`config.mk`:
```
export PLATFORM = sky130hd
export DESIGN_NAME = ps2_rx_fifo
export DESIGN_NICKNAME = d
export VERILOG_FILES = /design/src/rtl/ps2_pkg.sv /design/src/rtl/sync_fifo.sv /design/src/rtl/ps2_rx_fifo.sv
export SDC_FILE = /design/constraint.sdc
export NUM_CORES = 1
export LEC_CHECK = 0
export ABC_AREA = 1
export CAP_MARGIN = 20
export CORE_UTILIZATION = 30
export DETAILED_ROUTE_END_ITERATION = 6
export PLACE_DENSITY = 0.58
export SLEW_MARGIN = 15
export SYNTH_ARGS = -nofsm -noshare
export SYNTH_HDL_FRONTEND = slang
export SYNTH_HIERARCHICAL = 1
export SYNTH_SLANG_ARGS = --single-unit
```
`constraint.sdc`:
```
create_clock -name clk -period 2.6 [get_ports clk]
set_input_delay 0.52 -clock clk [delete_from_list [all_inputs] [get_ports clk]]
set_output_delay 0.52 -clock clk [all_outputs]
set_load 0.005 [all_outputs]
```
`src/rtl/ps2_pkg.sv`:
```
// Shared PS/2 receiver definitions: frame FSM encoding, frame geometry, parity helper.
package ps2_pkg;
  localparam int PS2_DATA_BITS = 8;

  typedef enum logic [1:0] {IDLE, DATA, PARITY, STOP} ps2_state_e;

  // Registered one-cycle event bundle driven out of the receiver.
  typedef struct packed {
    logic ready;
    logic parity;
    logic frame;
    logic ovf;
  } rx_evt_t;

  // True when data plus parity bit carry an odd number of ones.
  function automatic logic odd_parity_ok(input logic [PS2_DATA_BITS-1:0] d, input logic p);
    return ^{d, p};
  endfunction
endpackage

```
`src/rtl/sync_fifo.sv`:
```
// Show-ahead register-array FIFO with a registered head output; a push into a full
// FIFO succeeds only when a pop happens in the same cycle.
module sync_fifo #(
  parameter int WIDTH = 8,
  parameter int DEPTH = 8
) (
  input  logic                       clk,
  input  logic                       reset,
  input  logic                       wr_en,
  input  logic [WIDTH-1:0]           wr_data,
  input  logic                       rd_en,
  output logic [WIDTH-1:0]           rd_data,
  output logic                       rd_valid,
  output logic [$clog2(DEPTH):0]     count,
  output logic                       full,
  output logic                       empty
);
  localparam int AW = $clog2(DEPTH);

  logic [DEPTH-1:0][WIDTH-1:0] mem;
  logic [AW-1:0]               wr_ptr, rd_ptr, rd_ptr_nxt;
  logic [AW:0]                 cnt_nxt;
  logic [WIDTH-1:0]            head_nxt;
  logic                        do_push, do_pop;

  assign empty      = (count == '0);
  assign full       = (count == (AW+1)'(DEPTH));
  assign do_pop     = rd_en & ~empty;
  assign do_push    = wr_en & (~full | do_pop);
  assign cnt_nxt    = count + (AW+1)'(do_push) - (AW+1)'(do_pop);
  assign rd_ptr_nxt = rd_ptr + AW'(do_pop);
  // The written slot can only be the next head when the FIFO holds one entry afterwards.
  assign head_nxt   = (do_push && wr_ptr == rd_ptr_nxt) ? wr_data : mem[rd_ptr_nxt];

  always_ff @(posedge clk) begin
    if (do_push) mem[wr_ptr] <= wr_data;
  end

  always_ff @(posedge clk) begin
    if (!reset) begin
      wr_ptr   <= '0;
      rd_ptr   <= '0;
      count    <= '0;
      rd_valid <= 1'b0;
      rd_data  <= '0;
    end else begin
      wr_ptr   <= wr_ptr + AW'(do_push);
      rd_ptr   <= rd_ptr_nxt;
      count    <= cnt_nxt;
      rd_valid <= (cnt_nxt != '0);
      rd_data  <= (cnt_nxt != '0) ? head_nxt : '0;
    end
  end
endmodule

```
`src/rtl/ps2_rx_fifo.sv`:
```
// PS/2 keyboard receiver: synchronise + deglitch both lines, decode 11-bit frames on
// falling kbd_clk, recover from truncated frames, and buffer scan codes in a FIFO.
module ps2_rx_fifo
  import ps2_pkg::*;
#(
  parameter int FIFO_DEPTH   = 8,
  parameter int FILTER_LEN   = 4,
  parameter int TIMEOUT_CYC  = 50000,
  parameter int PARITY_CHECK = 1
) (
  input  logic                          clk,
  input  logic                          reset,
  input  logic                          kbd_clk,
  input  logic                          kbd_data,
  input  logic                          rd_en,
  output logic [7:0]                    rd_data,
  output logic                          rd_valid,
  output logic [$clog2(FIFO_DEPTH):0]   count,
  output logic                          ready_pulse,
  output logic                          parity_err,
  output logic                          frame_err,
  output logic                          overflow
);
  localparam int FW = $clog2(FILTER_LEN + 1);
  localparam int WW = $clog2(TIMEOUT_CYC + 1);
  localparam int BW = $clog2(PS2_DATA_BITS);

  // Line 0 is kbd_clk, line 1 is kbd_data.
  logic [1:0]          raw, filt;
  logic [1:0][1:0]     sync_q;
  logic [1:0][FW-1:0]  flt_cnt;
  logic                kc_prev, fall, kd;

  assign raw = {kbd_data, kbd_clk};

  always_ff @(posedge clk) begin
    if (!reset) begin
      sync_q  <= '1;
      filt    <= '1;
      flt_cnt <= '0;
      kc_prev <= 1'b1;
    end else begin
      kc_prev <= filt[0];
      for (int i = 0; i < 2; i++) begin
        sync_q[i] <= {sync_q[i][0], raw[i]};
        if (sync_q[i][1] != filt[i]) begin
          if (flt_cnt[i] == FW'(FILTER_LEN - 1)) begin
            filt[i]    <= sync_q[i][1];
            flt_cnt[i] <= '0;
          end else begin
            flt_cnt[i] <= flt_cnt[i] + FW'(1);
          end
        end else begin
          flt_cnt[i] <= '0;
        end
      end
    end
  end

  assign fall = kc_prev & ~filt[0];
  assign kd   = filt[1];

  ps2_state_e               state, state_nxt;
  logic [BW-1:0]            bit_cnt, bit_nxt;
  logic [PS2_DATA_BITS-1:0] shreg, sh_nxt;
  logic                     par_bit, par_nxt, par_ok;
  logic [WW-1:0]            wd_cnt, wd_nxt;
  logic                     push, perr, ferr, accept;
  logic                     fifo_full, fifo_empty;
  rx_evt_t                  evt;

  assign par_ok = odd_parity_ok(shreg, par_bit);

  always_comb begin
    state_nxt = state;
    bit_nxt   = bit_cnt;
    sh_nxt    = shreg;
    par_nxt   = par_bit;
    wd_nxt    = (state == IDLE || fall) ? '0 : wd_cnt + WW'(1);
    push      = 1'b0;
    perr      = 1'b0;
    ferr      = 1'b0;
    if (state != IDLE && wd_cnt == WW'(TIMEOUT_CYC)) begin
      state_nxt = IDLE;
      wd_nxt    = '0;
      ferr      = 1'b1;
    end else if (fall) begin
      case (state)
        IDLE: if (!kd) begin
          state_nxt = DATA;
          bit_nxt   = '0;
        end
        DATA: begin
          sh_nxt  = {kd, shreg[PS2_DATA_BITS-1:1]};
          bit_nxt = bit_cnt + BW'(1);
          if (bit_cnt == BW'(PS2_DATA_BITS - 1)) state_nxt = PARITY;
        end
        PARITY: begin
          par_nxt   = kd;
          state_nxt = STOP;
        end
        STOP: begin
          push      = kd & (par_ok | (PARITY_CHECK == 0));
          ferr      = ~kd;
          perr      = ~par_ok;
          state_nxt = IDLE;
        end
        default: state_nxt = IDLE;
      endcase
    end
  end

  // Mirrors the FIFO acceptance rule so a drop can be reported as overflow.
  assign accept = push & (~fifo_full | (rd_en & ~fifo_empty));

  always_ff @(posedge clk) begin
    if (!reset) begin
      state   <= IDLE;
      bit_cnt <= '0;
      shreg   <= '0;
      par_bit <= 1'b0;
      wd_cnt  <= '0;
      evt     <= '0;
    end else begin
      state   <= state_nxt;
      bit_cnt <= bit_nxt;
      shreg   <= sh_nxt;
      par_bit <= par_nxt;
      wd_cnt  <= wd_nxt;
      evt     <= '{ready: accept, parity: perr, frame: ferr, ovf: push & ~accept};
    end
  end

  assign ready_pulse = evt.ready;
  assign parity_err  = evt.parity;
  assign frame_err   = evt.frame;
  assign overflow    = evt.ovf;

  sync_fifo #(.WIDTH(PS2_DATA_BITS), .DEPTH(FIFO_DEPTH)) u_fifo (
    .clk      (clk),
    .reset    (reset),
    .wr_en    (push),
    .wr_data  (sh_nxt),
    .rd_en    (rd_en),
    .rd_data  (rd_data),
    .rd_valid (rd_valid),
    .count    (count),
    .full     (fifo_full),
    .empty    (fifo_empty)
  );
endmodule
```
==> impl_metrics.env <==
export IMPL_path_class="reg2reg"
export IMPL_core_sq_um=20500
export IMPL_cpMostUsedCell="nand2_2"
export IMPL_power_share_clock_pct=34.9
export IMPL_post_route_period_util_pct=99.2
export IMPL_ys_flop_type="dfxtp_1"
export IMPL_global_route_overflow_total=0
export IMPL_wl_mm=12.8
export IMPL_ys_seq_area_share_pct=51.1
export IMPL_synth_area_leaders="edfxtp_1 (30%), dfxtp_1 (21%), nand2_1 (13%), inv_1 (7.7%), nand3_1 (4.9%)"
export IMPL_max_freq_mhz=388
export IMPL_htree_levels=4
export IMPL_die_w_um=147
export IMPL_cts_tree="done"
export IMPL_ys_types=32
export IMPL_drt_iter0_markers=276
export IMPL_critPathLaunchType="flip-flop"
export IMPL_max_stage_delay_ns=0.52
export IMPL_final_nets=870
export IMPL_cp_slowest_cell="fa_2"
export IMPL_syn_area_per_cell_sq_um=8.35
export IMPL_final_hold_violation_count=0
export IMPL_seqPwrFrac_pct=33.3
export IMPL_power_leakage_nw=3.45
export IMPL_cp_num_buf_inv=5
export IMPL_std_cell_rows=52
export IMPL_ioPinCount=22
export IMPL_hold_ws_ns=0.411
export IMPL_rsz0062_at_grt="yes"
export IMPL_synth_nets=787
export IMPL_clk_path_buf_depth=2
export IMPL_clk_latency_ns=0.42
export IMPL_num_vias=4878
export IMPL_fin_skew_ns=0.00770
export IMPL_maxCapViolCount=0
export IMPL_status="complete, no violations"
export IMPL_hpwl_mm=8.95
export IMPL_synth_edf_count=64
export IMPL_async_reset_ff_share_pct=0
export IMPL_fp_dieH_um=147
export IMPL_portBuffers=21
export IMPL_p_per_area_nw_per_um2=871
export IMPL_root_buffer="clkbuf_16"
export IMPL_antenna_diode_count=0
export IMPL_placed_cell_area_sq_um=7240
export IMPL_p_comb_share_pct=31.8
export IMPL_vias_per_cell=4.33
export IMPL_clk_pin_slew_worst_paths_ns=0.06
export IMPL_track_usage_pct=12.6
export IMPL_setup_viol=0
export IMPL_fin_setup_tns_ns=0
export IMPL_synth_area_sq_um=6340
export IMPL_post_synth_inst_count=760
export IMPL_multi_input_area_sq_um=2510
export IMPL_grt_pass1_vias=4559
export IMPL_initial_utilization_pct=30.9
export IMPL_seq_area_sq_um=3250
export IMPL_synth_top_area_share_pct=30.3
export IMPL_p_sw_w=0.00223
export IMPL_drcViolationCount=0
export IMPL_crit_required_ns=2.91
export IMPL_ys_warn_count=6
export IMPL_path_delay_family="adder cells"
export IMPL_utilization_pct=38.6
export IMPL_drv_slew=0
export IMPL_hold_buffers=0
export IMPL_synthTopCellsByCount="nand2_1 (215), inv_1 (130), dfxtp_1 (66)"
export IMPL_ir_drop_mv=0.464
export IMPL_power_w=0.00690
export IMPL_crit_chain="inv_2 -> ha_4 -> inv_4 -> nand4_1 -> nor2_1 -> nand2_2 -> nand2_2 -> nor2_2 -> nand2_2 -> inv_4 -> nand2_2 -> o21ai_2 -> ha_2 -> inv_2 -> fa_2 -> o21ai_1 -> nor2_1 -> nand2_2 -> clkinv_4 -> a21oi_2"
export IMPL_synth_most_common_cell="nand2_1"
export IMPL_drtAntennaViolNets=0
export IMPL_synth_seq_cells=130
export IMPL_cts_sinks=130
export IMPL_area_growth_pct=24.8
export IMPL_drtPass1Iterations=5
export IMPL_cp_arrival_ns=2.89
export IMPL_antenna_found_initial=0
export IMPL_worstMarginPinSlew_ns=0.551
export IMPL_layout_drive_gt1_share_pct=19.0
export IMPL_fill_cells=2054
export IMPL_cp_end_kind="flip-flop"
export IMPL_synth_area_leader_cell="edfxtp_1"
export IMPL_finalInstanceArea_sq_um=7920
export IMPL_slew_headroom_pct=63.3
export IMPL_grt_max_degree=33
export IMPL_worstPathMaxFanout=8
export IMPL_wl_per_cell_um=11.4
export IMPL_hold_path_class="reg2reg"
export IMPL_grt_pass1_wl_mm=21.5
export IMPL_fin_crit_ns=2.58
export IMPL_switching_share_pct=32.4
export IMPL_cts_buffers=17
export IMPL_globalplace_congestion=0.799
export IMPL_die_area_sq_um=21700
export IMPL_cellInternalPower_w=0.00467
## layer usage
layer,GRT usage (%),vias up,share of wire (%)
met4,3.92,0,0.61
met1,16.1,2236,47
li1,-,2561,-
met5,0,-,0
met3,3.70,11,3.4
met2,20.6,70,49
## area by class of cell
| class | instances | share of cell area, % |
|---|---|---|
| flip-flops and latches | 130 | 41.0 |
| well taps | 270 | 4.27 |
| multi-input cells | 472 | 31.7 |
| repair buffers | 84 | 8.79 |
| clock buffers | 20 | 5.52 |
| inverters | 138 | 6.67 |
| clock inverters | 12 | 1.98 |
## final timing paths
kind              startpoint  cells after the start  slack (ns)                 to
setup / recovery    state[1]                     20        0.02  u_fifo/rd_data[4]
hold / removal     sync_q[2]                      1        0.41          sync_q[3]
setup reg to reg    state[1]                     20        0.02  u_fifo/rd_data[4]
hold reg to reg    sync_q[2]                      1        0.41          sync_q[3]
## through the flow
| stage | setup slack, ns | std cells |
|---|---|---|
| global placement | -0.229 | 1091 |
| floorplan | -0.00400 | 760 |
| CTS | -0.0339 | 1124 |
| global route | -0.212 | 1126 |
| finish | 0.0214 | 1126 |
| detailed placement | -0.285 | 1091 |
## worst register-to-register path, delay by kind of cell (launching register included)
kind                     cells  cell delay (ns)
buffers and inverters        5             0.35
AND/OR/NAND/NOR              9             0.69
adder cells (fa/ha/maj)      3             0.86
AO/OA/AOI/OAI                3             0.24
flip-flops                   1             0.33
## cell families (layout without fill, tap and decap cells)
logic type,after synthesis,in the layout,synth area share (%)
DFF,130,130,51.1
adders and majority gates,22,22,4.46
AOI/OAI and AO/OA,61,61,5.25
buffers and inverters,158,254,10.5
xor gates and xnor gates,15,15,2.07
and+or+nand+nor,374,374,26.6
## power by group through the flow
stage	clock network (W)	registers, W	logic (W)
floorplan	0	0.00235	0.00144
global placement	0	0.00235	0.00204
detailed placement	0	0.00235	0.00207
CTS	0.00246	0.00230	0.00214
global route	0.00255	0.00231	0.00247
finish	0.00241	0.00230	0.00219
## state kept, by name, indices dropped and copies added, names as in the netlist, 2 cells and up
signal          count
u_fifo/count        4
state               2
sync_q              4
u_fifo/wr_ptr       3
filt                2
u_fifo/mem         64
u_fifo/rd_ptr       3
u_fifo/rd_data      8
shreg               8
flt_cnt             6
wd_cnt             16
bit_cnt             3
## placed cells by master, fill, tap and decap left out, types with 6 or more instances in the layout
| cell type | n |
|---|---|
| nand2_1 | 213 |
| clkdlybuf4s50_1 | 21 |
| nor2_4 | 7 |
| nand4_1 | 15 |
| a21oi_1 | 21 |
| xor2_1 | 8 |
| inv_1 | 122 |
| ha_1 | 18 |
| xnor2_1 | 6 |
| nor2_1 | 45 |
| nand3_1 | 62 |
| inv_2 | 12 |
| o21ai_0 | 21 |
| edfxtp_1 | 64 |
| a21oi_2 | 14 |
| nand2_2 | 10 |
| dfxtp_1 | 61 |
| buf_4 | 62 |
| clkbuf_16 | 17 |
## repair_timing
item                                    CTS  global route
resized for setup                        13             9
pin swaps                                 6             2
endpoints found under the hold margin     0             0
buffers inserted                          1             2
endpoints found under the setup margin    8             9
Power figures use the tool's default switching activity.
